--- config.mk ---
export PLATFORM = sky130hd
export DESIGN_NAME = instr_decode
export DESIGN_NICKNAME = d
export VERILOG_FILES = /design/src/rtl/decode_pkg.sv /design/src/rtl/instr_decode_scoreboard.sv /design/src/rtl/instr_decode.sv
export SDC_FILE = /design/constraint.sdc
export NUM_CORES = 1
export LEC_CHECK = 0
export BUFFER_PORTS_ARGS = -buffer_cell sky130_fd_sc_hd__buf_4
export CAP_MARGIN = 30
export CELL_PAD_IN_SITES_DETAIL_PLACEMENT = 0
export CELL_PAD_IN_SITES_GLOBAL_PLACEMENT = 2
export CORE_UTILIZATION = 36
export CTS_CLUSTER_DIAMETER = 200
export DETAILED_ROUTE_END_ITERATION = 6
export GPL_ROUTABILITY_DRIVEN = 0
export PLACE_DENSITY = 0.95
export SYNTH_ARGS = -nofsm -noshare
export SYNTH_HDL_FRONTEND = slang
export SYNTH_SLANG_ARGS = --single-unit
--- constraint.sdc ---
create_clock -name clk -period 7.45 [get_ports clk]
set_input_delay 0 -clock clk [delete_from_list [all_inputs] [get_ports clk]]
set_output_delay 0 -clock clk [all_outputs]
set_load 0.05 [all_outputs]
--- src/rtl/decode_pkg.sv ---
// decode_pkg: opcodes, op classes, decoded-instruction record and the pure decode function
package decode_pkg;
    localparam logic [5:0] OP_RTYPE = 6'h00;
    localparam logic [5:0] OP_ADDI  = 6'h08;
    localparam logic [5:0] OP_ANDI  = 6'h0C;
    localparam logic [5:0] OP_ORI   = 6'h0D;
    localparam logic [5:0] OP_LW    = 6'h23;
    localparam logic [5:0] OP_SW    = 6'h2B;
    localparam logic [5:0] OP_BEQ   = 6'h04;
    // Decodes to the idle/reset output values (ILLEGAL, everything zero)
    localparam logic [31:0] IDLE_WORD = 32'hFC00_0000;

    typedef enum logic [2:0] {
        OC_ALU     = 3'd0,
        OC_LOAD    = 3'd1,
        OC_STORE   = 3'd2,
        OC_BRANCH  = 3'd3,
        OC_ILLEGAL = 3'd4
    } op_class_e;

    typedef struct packed {
        logic [4:0]  ra1;
        logic [4:0]  ra2;
        logic [4:0]  wa;
        logic        we;
        logic [31:0] imm;
        op_class_e   op_class;
        logic [5:0]  funct;
    } decoded_t;

    function automatic decoded_t decode(input logic [31:0] instr);
        decoded_t d;
        logic [31:0] sext;
        sext = {{16{instr[15]}}, instr[15:0]};
        d.ra1 = instr[25:21];
        d.ra2 = '0;
        d.wa = instr[20:16];
        d.we = 1'b1;
        d.imm = sext;
        d.op_class = OC_ALU;
        d.funct = instr[5:0];
        case (instr[31:26])
            OP_RTYPE: begin
                d.ra2 = instr[20:16];
                d.wa = instr[15:11];
                d.imm = '0;
            end
            OP_ADDI: d.imm = sext;
            OP_ANDI, OP_ORI: d.imm = {16'h0, instr[15:0]};
            OP_LW: d.op_class = OC_LOAD;
            OP_SW, OP_BEQ: begin
                d.ra2 = instr[20:16];
                d.wa = '0;
                d.we = 1'b0;
                d.op_class = (instr[31:26] == OP_SW) ? OC_STORE : OC_BRANCH;
            end
            default: begin
                d.ra1 = '0;
                d.wa = '0;
                d.we = 1'b0;
                d.imm = '0;
                d.op_class = OC_ILLEGAL;
            end
        endcase
        d.we = d.we & (d.wa != '0);
        return d;
    endfunction
endpackage

--- src/rtl/instr_decode_scoreboard.sv ---
// scoreboard: one pending bit per register; set on issue, cleared on writeback, set wins
module scoreboard #(
    parameter int AW = 5
) (
    input  logic          clk,
    input  logic          rst_n,
    input  logic          flush,
    input  logic          set_en,
    input  logic [AW-1:0] set_addr,
    input  logic          clr_en,
    input  logic [AW-1:0] clr_addr,
    input  logic [AW-1:0] rd1_addr,
    input  logic [AW-1:0] rd2_addr,
    input  logic [AW-1:0] rd3_addr,
    output logic          hit1,
    output logic          hit2,
    output logic          hit3
);
    localparam int N = 1 << AW;

    logic [N-1:0] pending_q, pending_d;

    always_comb begin
        pending_d = flush ? '0 : (pending_q & ~(N'(clr_en) << clr_addr)) | (N'(set_en) << set_addr);
        pending_d[0] = 1'b0;
    end

    always_ff @(posedge clk or negedge rst_n) begin
        if (!rst_n) pending_q <= '0;
        else        pending_q <= pending_d;
    end

    assign hit1 = pending_q[rd1_addr];
    assign hit2 = pending_q[rd2_addr];
    assign hit3 = pending_q[rd3_addr];
endmodule

--- src/rtl/instr_decode.sv ---
// instr_decode: single-entry decode stage with scoreboard-based RAW/WAW stall
module instr_decode
    import decode_pkg::*;
#(
    parameter int AW = 5
) (
    input  logic          clk,
    input  logic          rst_n,
    input  logic          in_valid,
    output logic          in_ready,
    input  logic [31:0]   in_instr,
    input  logic          flush,
    input  logic          wb_valid,
    input  logic [AW-1:0] wb_wa,
    output logic          out_valid,
    input  logic          out_ready,
    output logic [AW-1:0] ra1,
    output logic [AW-1:0] ra2,
    output logic [AW-1:0] wa,
    output logic          we,
    output logic [31:0]   imm,
    output logic [2:0]    op_class,
    output logic [5:0]    funct
);
    logic        hold_valid_q, hold_valid_d;
    logic [31:0] instr_q, instr_d;
    decoded_t    dec;
    logic        hit1, hit2, hit3, issue, accept;

    always_comb begin
        dec = decode(hold_valid_q ? instr_q : IDLE_WORD);
        out_valid = hold_valid_q & ~(hit1 | hit2 | (dec.we & hit3));
        issue = out_valid & out_ready;
        in_ready = ~hold_valid_q | issue;
        accept = in_valid & in_ready;
        hold_valid_d = flush ? 1'b0 : accept ? 1'b1 : issue ? 1'b0 : hold_valid_q;
        instr_d = accept ? in_instr : instr_q;
    end

    always_ff @(posedge clk or negedge rst_n) begin
        if (!rst_n) begin
            hold_valid_q <= 1'b0;
            instr_q <= '0;
        end else begin
            hold_valid_q <= hold_valid_d;
            instr_q <= instr_d;
        end
    end

    scoreboard #(.AW(AW)) u_sb (
        .clk     (clk),
        .rst_n   (rst_n),
        .flush   (flush),
        .set_en  (issue & we),
        .set_addr(wa),
        .clr_en  (wb_valid),
        .clr_addr(wb_wa),
        .rd1_addr(ra1),
        .rd2_addr(ra2),
        .rd3_addr(wa),
        .hit1    (hit1),
        .hit2    (hit2),
        .hit3    (hit3)
    );

    assign ra1 = AW'(dec.ra1);
    assign ra2 = AW'(dec.ra2);
    assign wa = AW'(dec.wa);
    assign we = dec.we;
    assign imm = dec.imm;
    assign op_class = dec.op_class;
    assign funct = dec.funct;
endmodule

# Yosys cells after proc, flatten, opt, wreduce, memory -nomap -nowiden
# Index checks and enable logic that the tools add are counted.
# word_totals
register_bits	64
input_bits	43
output_inout_bits	59
wordCells	57
# op_classes
magnitude_cmp	3
n_eq_ne	6
n_shift	2
n_mux	18
bitwise_logic	14
reduce_logical	11
# op_table
operator	n
32-bit two-way mux	2
32-bit case mux with 2 select lines	1
1-bit by 5-bit << shifter with 32-bit output	2
32-bit bitwise AND	1
32-bit inverter	1
32-bit OR	1
6-bit by 4-bit == test with 1-bit output, second input constant	3
5-bit by 6-bit less-than comparator with 1-bit output, second input constant	3
1-bit binary-select mux with 5-bit select	3
6-bit == test, second input constant	2
4-bit OR reduction	3
5-bit two-way mux	2
5-bit case mux with 2 select lines	1
3-bit case mux with 3 select lines	1
1-bit two-way mux	8
7-bit OR reduction	1
1-bit bitwise AND	6
6-bit by 3-bit == test with 1-bit output, second input constant	1
6-bit logical NOT	1
5-bit nonzero test	1
5-bit OR reduction	1
2-bit OR reduction	2
1-bit OR	3
3-bit nonzero test	1
other kinds (2)	3

# Longest topological paths before layout
# Gate-level depths: netlist of run 1.
# depth
depth_word	15
depth_mapped	14
ltp_nobuf	11

# Modules after synthesis
# Synthesis of run 1 repeated with hierarchy kept, for this count alone.
# unflattened
hier_cells	569
area_unflattened_um2	4889.7
# by_module_without_submodules
module	instances	cells_each	area_each_um2	seq_area_each_um2
instr_decode	1	297	2563.7	825.8
scoreboard	1	272	2326.0	775.7

# Worst setup path before layout of run 1
# OpenSTA, ideal clock, no wires.
# synth_path
path_type	register -> output
startpoint	register instr_q[28]
endpoint	output port in_ready
arrival_ns	3.497
required_time_ns	7.450
slack_ns	3.953
stages_incl_launch_ff	10
n_path_buf	2
path_cell_list	dfrtp_1 -> buf_2 -> nor4b_4 -> a32oi_1 -> o21ai_1 -> nand3_1 -> o221ai_2 -> nand2_2 -> buf_2 -> o21ai_1
# synth_via
elab_chain_len	12
elab_cells_between_ends	31
cone_classes	eq/ne: 6; mux: 11; bitwise: 8; reduce/logical: 6
# synth_lines
item	line	source
from (decl)	instr_decode.sv:26	logic [31:0] instr_q, instr_d;
from (signal assigned)	instr_decode.sv:46	instr_q <= instr_d;
32-bit two-way mux (*)	instr_decode.sv:31	dec = decode(hold_valid_q ? instr_q : IDLE_WORD);
6-bit == test / 6-bit by 4-bit == test with 1-bit output (equally long branches)	decode_pkg.sv:42	case (instr[31:26])
4-bit OR reduction (no source line)	-	
5-bit case mux with 2 select lines (*)	decode_pkg.sv:42	
named net wa[4]	instr_decode.sv:19	output logic [AW-1:0] wa,
1-bit binary-select mux with 5-bit select / 5-bit nonzero test (equally long branches)	instr_decode_scoreboard.sv:35, decode_pkg.sv:65	
1-bit two-way mux (implied by the code) / 1-bit bitwise AND (equally long branches)	instr_decode_scoreboard.sv:35, decode_pkg.sv:65	
1-bit bitwise AND (*)	instr_decode.sv:32	out_valid = hold_valid_q & ~(hit1 | hit2 | (dec.we & hit3));
1-bit OR (*)	instr_decode.sv:32	
1-bit inverter (*)	instr_decode.sv:32	
1-bit bitwise AND (*)	instr_decode.sv:32	
1-bit bitwise AND (*)	instr_decode.sv:33	issue = out_valid & out_ready;
1-bit OR (*)	instr_decode.sv:34	in_ready = ~hold_valid_q | issue;
to (decl)	instr_decode.sv:10	output logic in_ready,
# The timed path passes the listed nets; every way through them passes the cells marked *. The select of a mux whose other input is x is not followed.

# Worst setup path after layout of run 1
# layout_path
startpoint	register hold_valid_q
endpoint	register hold_valid_q
# layout_via
elab_chain_len	15
elab_cells_between_ends	36
cone_classes	eq/ne: 6; mux: 13; bitwise: 10; reduce/logical: 7
# layout_lines
item	line	source
from (decl)	instr_decode.sv:25	logic hold_valid_q, hold_valid_d;
from (signal assigned)	instr_decode.sv:45	hold_valid_q <= hold_valid_d;
32-bit two-way mux	instr_decode.sv:31	
6-bit == test, or another cell as far along	decode_pkg.sv:42	
4-bit OR reduction (no source line), or another cell as far along	-	
5-bit case mux with 2 select lines / 5-bit two-way mux (equally long branches)	decode_pkg.sv:42	
1-bit binary-select mux with 5-bit select, or another cell as far along	instr_decode_scoreboard.sv:35	assign hit3 = pending_q[rd3_addr];
1-bit two-way mux (implied by the code), or another cell as far along	instr_decode_scoreboard.sv:35	
1-bit bitwise AND / 1-bit OR (equally long branches)	instr_decode.sv:32	
1-bit OR	instr_decode.sv:32	
1-bit inverter	instr_decode.sv:32	
1-bit bitwise AND	instr_decode.sv:32	
1-bit bitwise AND	instr_decode.sv:33	
1-bit OR	instr_decode.sv:34	
1-bit bitwise AND	instr_decode.sv:35	accept = in_valid & in_ready;
1-bit two-way mux (2 in a row)	instr_decode.sv:36	hold_valid_d = flush ? 1'b0 : accept ? 1'b1 : issue ? 1'b0 : hold_valid_q;
# Parallel ways exist; a longest one is shown, timed or not. The select of a mux whose other input is x is not followed.
# A chain may end at the register's enable or synchronous reset.

==> results of run 1 <==
==> flip-flops by register name, indices dropped and copies added (netlist names) <==
register	count
instr_q	32
u_sb.pending_q	31
hold_valid_q	1
==> metal layers <==
| layer | GRT usage (%) | routed length (um) |
|---|---|---|
| met5 | 0 | 0 |
| met4 | 9.74 | 391 |
| met1 | 31.6 | 6370 |
| met2 | 36.2 | 6550 |
| met3 | 4.89 | 861 |
==> layout make-up <==
type	instances	area, um2	area share (%)
Clock inverter	7	95.1	1.61
Tap cell	168	210	3.56
Timing Repair Buffer	141	1150	19.6
Inverter	14	53.8	0.912
Sequential cell	64	1600	27.2
Multi-Input combinational cell	345	2560	43.4
Clock buffer	9	225	3.82
==> cell usage in the layout, fill, tap and decap left out, types with 12 or more instances in the layout <==
| cell type | Yosys | layout |
|---|---|---|
| mux2i_1 | 13 | 13 |
| a21oi_1 | 12 | 12 |
| o22ai_1 | 17 | 17 |
| nand3_1 | 24 | 24 |
| and2_1 | 30 | 30 |
| dlygate4sd3_1 | 0 | 38 |
| dfrtp_1 | 64 | 64 |
| nor2_1 | 25 | 25 |
| mux2_4 | 30 | 30 |
| buf_4 | 16 | 103 |
| nand2_1 | 66 | 66 |
| o31ai_1 | 15 | 15 |
==> power groups by stage <==
stage / Sequential (mW) / Combinational, mW / Clock, mW
after floorplan: 0.400 / 0.186 / 0
after global placement: 0.434 / 0.218 / 0
after detailed placement: 0.436 / 0.222 / 0
after CTS: 0.430 / 0.239 / 0.464
after global routing: 0.438 / 0.256 / 0.482
final: 0.431 / 0.239 / 0.460
==> stage by stage <==
step                      cell area, um2  std cells  power, mW  setup slack [ns]
after floorplan                     4470        469      0.586              3.95
after global placement              5200        694      0.652              3.58
after detailed placement            5200        694      0.657              3.52
after CTS                           5900        748       1.13              3.30
after global routing                5900        748       1.18              2.92
final                               5900        748       1.13              3.23
==> worst max-delay path, stage by stage, from the launching register on <==
cell,delay [ns]
dfrtp_1,0.86
nor4b_2,0.44
a32o_2,0.32
a21boi_1,0.08
buf_4,0.22
clkinv_2,0.17
nand2_1,0.08
a22o_1,0.24
o311ai_2,0.27
o221ai_2,0.22
nand2_2,0.34
inv_2,0.07
a311oi_1,0.25
dlygate4sd3_1,0.58
==> worst paths after layout <==
| check | to | slack (ns) |
|---|---|---|
| min in group asynchronous | instr_q[7] | 0.29 |
| hold reg to reg | instr_q[9] | 0.51 |
| hold / removal | u_sb.pending_q[31] | 0.06 |
| setup reg to reg | hold_valid_q | 3.23 |
| setup / recovery | hold_valid_q | 3.23 |
| max in group asynchronous | instr_q[20] | 6.61 |
==> kinds of logic (layout without fill, tap and decap cells) <==
group | Yosys count | count (layout) | synth area share, %
AND/OR/NAND/NOR | 196 | 196 | 22.6
AO/OA/AOI/OAI | 90 | 90 | 14.8
flip-flops | 64 | 64 | 35.8
buffers and inverters | 60 | 171 | 7.22
multiplexers | 58 | 58 | 19.3
adder cells (fa/ha/maj) | 1 | 1 | 0.224
==> results.md, run 1 <==
- Run status: complete, no violations
- Yosys reg bits: 64
- Period utilisation layout: a little under three fifths
- DIE HEIGHT: 113 um
- Synth top area share: between 30% and 40%
- Count leader, synth: nand2_1
- Grt ovf: 0
- Hold-critical path depth: 4
- Logic pwr share: between 20% and 30%
- RSZ-0062 raised after global routing: no
- Vias per std cell: about 5.6
- Synth Instances: between 400 and 500
- Fin util: about half
- Total number of vias: 4,180
- GRT Util Overall: 23.3%
- Syn Area/Cell: roughly 9.5 um2
- Static Leakage: between 2 and 3 nW
- Layout cell share with drive strength beyond 1: 30.2%
- Worst EP arrival: about 4.5 ns
- Slew Limit Fails: 0
- CTS tree: yes
- WP data required: ~7.7 ns
- Worst-Skew Late Latency: approximately 0.35 ns
- Min Tclk post-route: around 4.2 ns
- DRT Pass-1 Iters: 5
- Synth Warn #: 0
- Slew @ Worst Pin: around 0.86 ns
- Routed WL: 14,200 um
- Internal power: 786 uW
- Post-synth EDFFs: 0
- Iter 0 DRT Violations: between 300 and 400
- Core Footprint: roughly 12,000 um2
- FF-to-FF Start: hold_valid_q
- Chip width: roughly 110 um
- Clk pwr share: 40.7%
- Clock Path Buffers: 2
- Setup TNS: 0 ns
- Placed wire-length estimate: about 10,000 um
- Worst Path Class, Setup: reg2reg
- Critical path fanouts, max: 25
- Net Sw Frac: between 30% and 40%
- Layout area overhead: 31.9%
- Fillcell total: ~1,100
- Peak Freq: approximately 0.24 GHz
- Hold path startpoint: wb_wa[1]
- Max_slew headroom: around 43%
- Pwr per Cell Area: 192 nW/um2
- Min-Delay Path Class: in2reg
- Top FF cell, synth: dfrtp_1
- Synth Cell Area: about 4500 um2
- Area contributors post-synth: dfrtp_1 36%, mux2_4 10%, nand2_1 5.5%
- Worst r2r path cells: 13
- Postcts setup bufs: 0
- CTS sink cnt: 64
- # IOs: 102
- Post-cts resize count: 0
- Die Area: between 10,000 and 15,000 um2
- CP startpoint: hold_valid_q
- Hold WS: ~0.062 ns
- Cell row count: 40
- Clk_skew: slightly above 0.005 ns
- Commonest cells post-synth: 66 x nand2_1, 64 x dfrtp_1, 30 x and2_1, 30 x mux2_4, 25 x nor2_1
- Initial antenna violation count: 0
- Maximum VDD drop: approximately 0.00011 V
- Inserted Clock Buffers: 9
- H-tree levels: 3
- Final Hold Viols: 0
- N_diodes: 0
- Area leader, netlist: dfrtp_1
- Final setup vio count: 0
- Maximum Capacitance Violations: 0
- Number of global-route vias before repair: 4,071
- Clk slew on worst S/H paths: ~0.060 ns
- Part of the power in registers: between 30% and 40%
- Crit end category: flip-flop
- Cts hold-fix bufs: 38
- NetSw: ~340 uW
- Routed len/inst: 18.9 um
- Final ANT Viol Nets: 0
- PortBufs: 101
- Syn Nets: roughly 500
- Largest net degree at the start of global routing: 65
- # nets final: a little over 600
- First-pass GRT wire length: roughly 23,000 um
- Startpoint Class: flip-flop
- Netlist cell types: 65
- Async S/R FF share, synth: 100%
- CTS Root Cell: clkbuf_16
- Number of remaining DRC errors: 0
- Sequential share of the synthesized area: 35.8%
- Initial Util: between 30% and 40%
Power figures use the tool's default switching activity.
==> run 2: changes to the inputs <==
- CORE_UTILIZATION: 36 -> 30
- PLACE_DENSITY: 0.95 -> 0.87
- clock period: 7.45 -> 3.8 ns (I/O delays scaled with it)
==> run 2 against run 1 <==
  * Wire length increased by 2.1%
  * Clock-buffer cell count is the same
  * Clock power up 120%
==> results.md, run 2 (synthesized netlist as in run 1, its figures left out) <==
- Pwr per Cell Area: 388 nW/um2 (+100%)
- Final setup vio count: 0 (unchanged)
- Max reg flops: 32 (unchanged)
- Cell row count: 44 (+10%)
- # IOs: 102 (unchanged)
- Met2 routed WL: 6610 um (+0.81%)
- First-pass GRT wire length: 22,400 um (-0.94%)
- Detail Route met3 WL: 1100 um (+28%)
- Area of the multi-input gates: 2600 um2 (+1.7%)
- Run status: complete, no violations
- Largest net degree at the start of global routing: 65 (unchanged)
- CP startpoint: instr_q[28]
- Final ANT Viol Nets: 0 (unchanged)
- Max_slew headroom: 38.1% (-4.7 points)
- Clk_skew: 0.00654 ns (+0.00149 ns)
- Layout area overhead: 35.8%
- Peak Freq: approximately 0.28 GHz
- Period utilisation layout: 93.0%
- Setup TNS: 0 ns (unchanged)
- Fillcell total: 1,449 (+32%)
- GRT Util Overall: 19.8% (-3.5 points)
- Critical path fanouts, max: 17 (-32%)
- PortBufs: 101 (unchanged)
- Grt ovf: 0 (unchanged)
- Static Leakage: 2.69 nW (+2.9%)
- Inserted Clock Buffers: 9 (unchanged)
- H-tree levels: 3 (unchanged)
- N_diodes: 0 (unchanged)
- WP data required: 3.80 ns (-3.94 ns)
- Total number of vias: 4,165 (-0.36%)
- Fin util: 41.8% (-7.1 points)
- CTS Root Cell: clkbuf_16
- Maximum Capacitance Violations: 0 (unchanged)
- Largest regs: instr_q (32), u_sb.pending_q (31), hold_valid_q (1)
- Min Tclk post-route: between 3 and 4 ns
- Hold path startpoint: flush
- Worst Path Class, Setup: reg2out
- Iter 0 DRT Violations: 320 (-3.9%)
- CTS sink cnt: 64 (unchanged)
- Max Used Layer: met4
- Slew @ Worst Pin: 0.929 ns (+0.0730 ns)
- Register area: 1600 um2 (about the same)
- RSZ-0062 raised after global routing: no
- Worst EP arrival: 3.53 ns (-0.98 ns)
- Final Hold Viols: 0 (unchanged)
- Chip width: 124 um (+9.4%)
- Layout Cells excl Fill: 771 (+3.1%)
- Clock Path Buffers: 2 (unchanged)
- Core Footprint: 14,500 um2 (+20%)
- Slew Limit Fails: 0 (unchanged)
- Clk slew on worst S/H paths: 0.05 ns (about the same)
- Min-Delay Path Class: in2reg
- Layout cell share with drive strength beyond 1: 31.7% (+1.5 points)
- Vias per std cell: 5.40 (-3.3%)
- Routed len/inst: 18.8 um (-0.96%)
- DRT Pass-1 Iters: 5 (unchanged)
- Commonest non-fill, non-tap cell in the layout: buf_4
- Placed wire-length estimate: 10,500 um (+4.5%)
- Wl on met1: 6560 um (+3.0%)
- Crit end category: output pin
- Startpoint Class: flip-flop
- FF-to-FF Start: instr_q[28]
- Placed Cells: 714 (+2.9%)
- Die Area: 15,400 um2 (+20%)
- Initial Util: 30.8% (-6.3 points)
- Commonest cells after routing, fill and taps aside: 110 x buf_4, 66 x nand2_1, 63 x dfrtp_1
- Initial antenna violation count: 0 (unchanged)
- Maximum VDD drop: 0.000270 V (+150%)
- DIE HEIGHT: 124 um (+9.4%)
- # nets final: 625 (+1.1%)
- CTS tree: yes
- Number of global-route vias before repair: 3,904 (-4.1%)
- Top reg by flops: instr_q
- Routed WL: 14,500 um (+2.1%)
- Worst-Skew Late Latency: 0.35 ns (about the same)
- Number of remaining DRC errors: 0 (unchanged)
==> run 2: cell type report <==
type	count	area share, %
tap	184	3.79
inverter	14	0.886
sequential	64	26.4
multi-input combinational	345	42.8
clock buffer	9	3.71
timing repair buffer	148	20.0
clock inverter	7	2.35
==> run 2: per-layer routing <==
metal / global-route usage [%] / vias up
met5: 0 / -
met4: 6.77 / 0
met3: 5.13 / 20
met2: 29.8 / 174
met1: 27.4 / 2047
li1: - / 1924
==> run 2: power by group <==
group / internal [mW] / total, mW / leakage, nW / switching (mW)
clock: 0.709 / 1.03 / 0.180 / 0.322
combinational: 0.237 / 0.482 / 1.69 / 0.245
sequential: 0.738 / 0.843 / 0.819 / 0.106
==> run 2: stage by stage <==
step	total power, mW	setup slack (ns)	hold WS (ns)	cell area [um2]
5_1_grt	2.45	0.0384	0.0296	6070
3_3_place_gp	1.29	0.284	0.150	5260
3_5_place_dp	1.30	0.206	0.156	5260
4_1_cts	2.37	0.0589	0.00385	6000
6_report	2.36	0.267	0.0139	6070
2_1_floorplan	1.15	0.303	-0.296	4470
==> run 2: timing repair <==
action,4_1_cts,5_1_grt
pin swaps,1,1
hold buffers,37,0
cloned,0,0
endpoints found under the setup margin,1,5
hold endpoints to repair,98,0
resized for setup,0,7
buffers inserted,1,3
==> run 2: path summary, 6_finish.rpt <==
path                                       to  slack (ns)  cells past startpoint
hold / removal             u_sb.pending_q[17]        0.01                      2
hold reg to reg                   instr_q[10]        0.51                      1
setup / recovery                     in_ready        0.27                     11
min in group asynchronous  u_sb.pending_q[23]        0.29                      2
max in group asynchronous        hold_valid_q        2.89                      2
setup reg to reg           u_sb.pending_q[31]        0.31                     10
==> run 2: worst max-delay path: stages (launching register included) <==
cell and delay, ns:
dfrtp_1 0.49, nor4b_4 0.40, buf_4 0.19, and2_1 0.15, a22oi_1 0.29, nor3_1 0.37, nand3_1 0.11, and4_1 0.24
o221ai_4 0.27, nand2_4 0.21, o21ai_1 0.23, buf_4 0.24
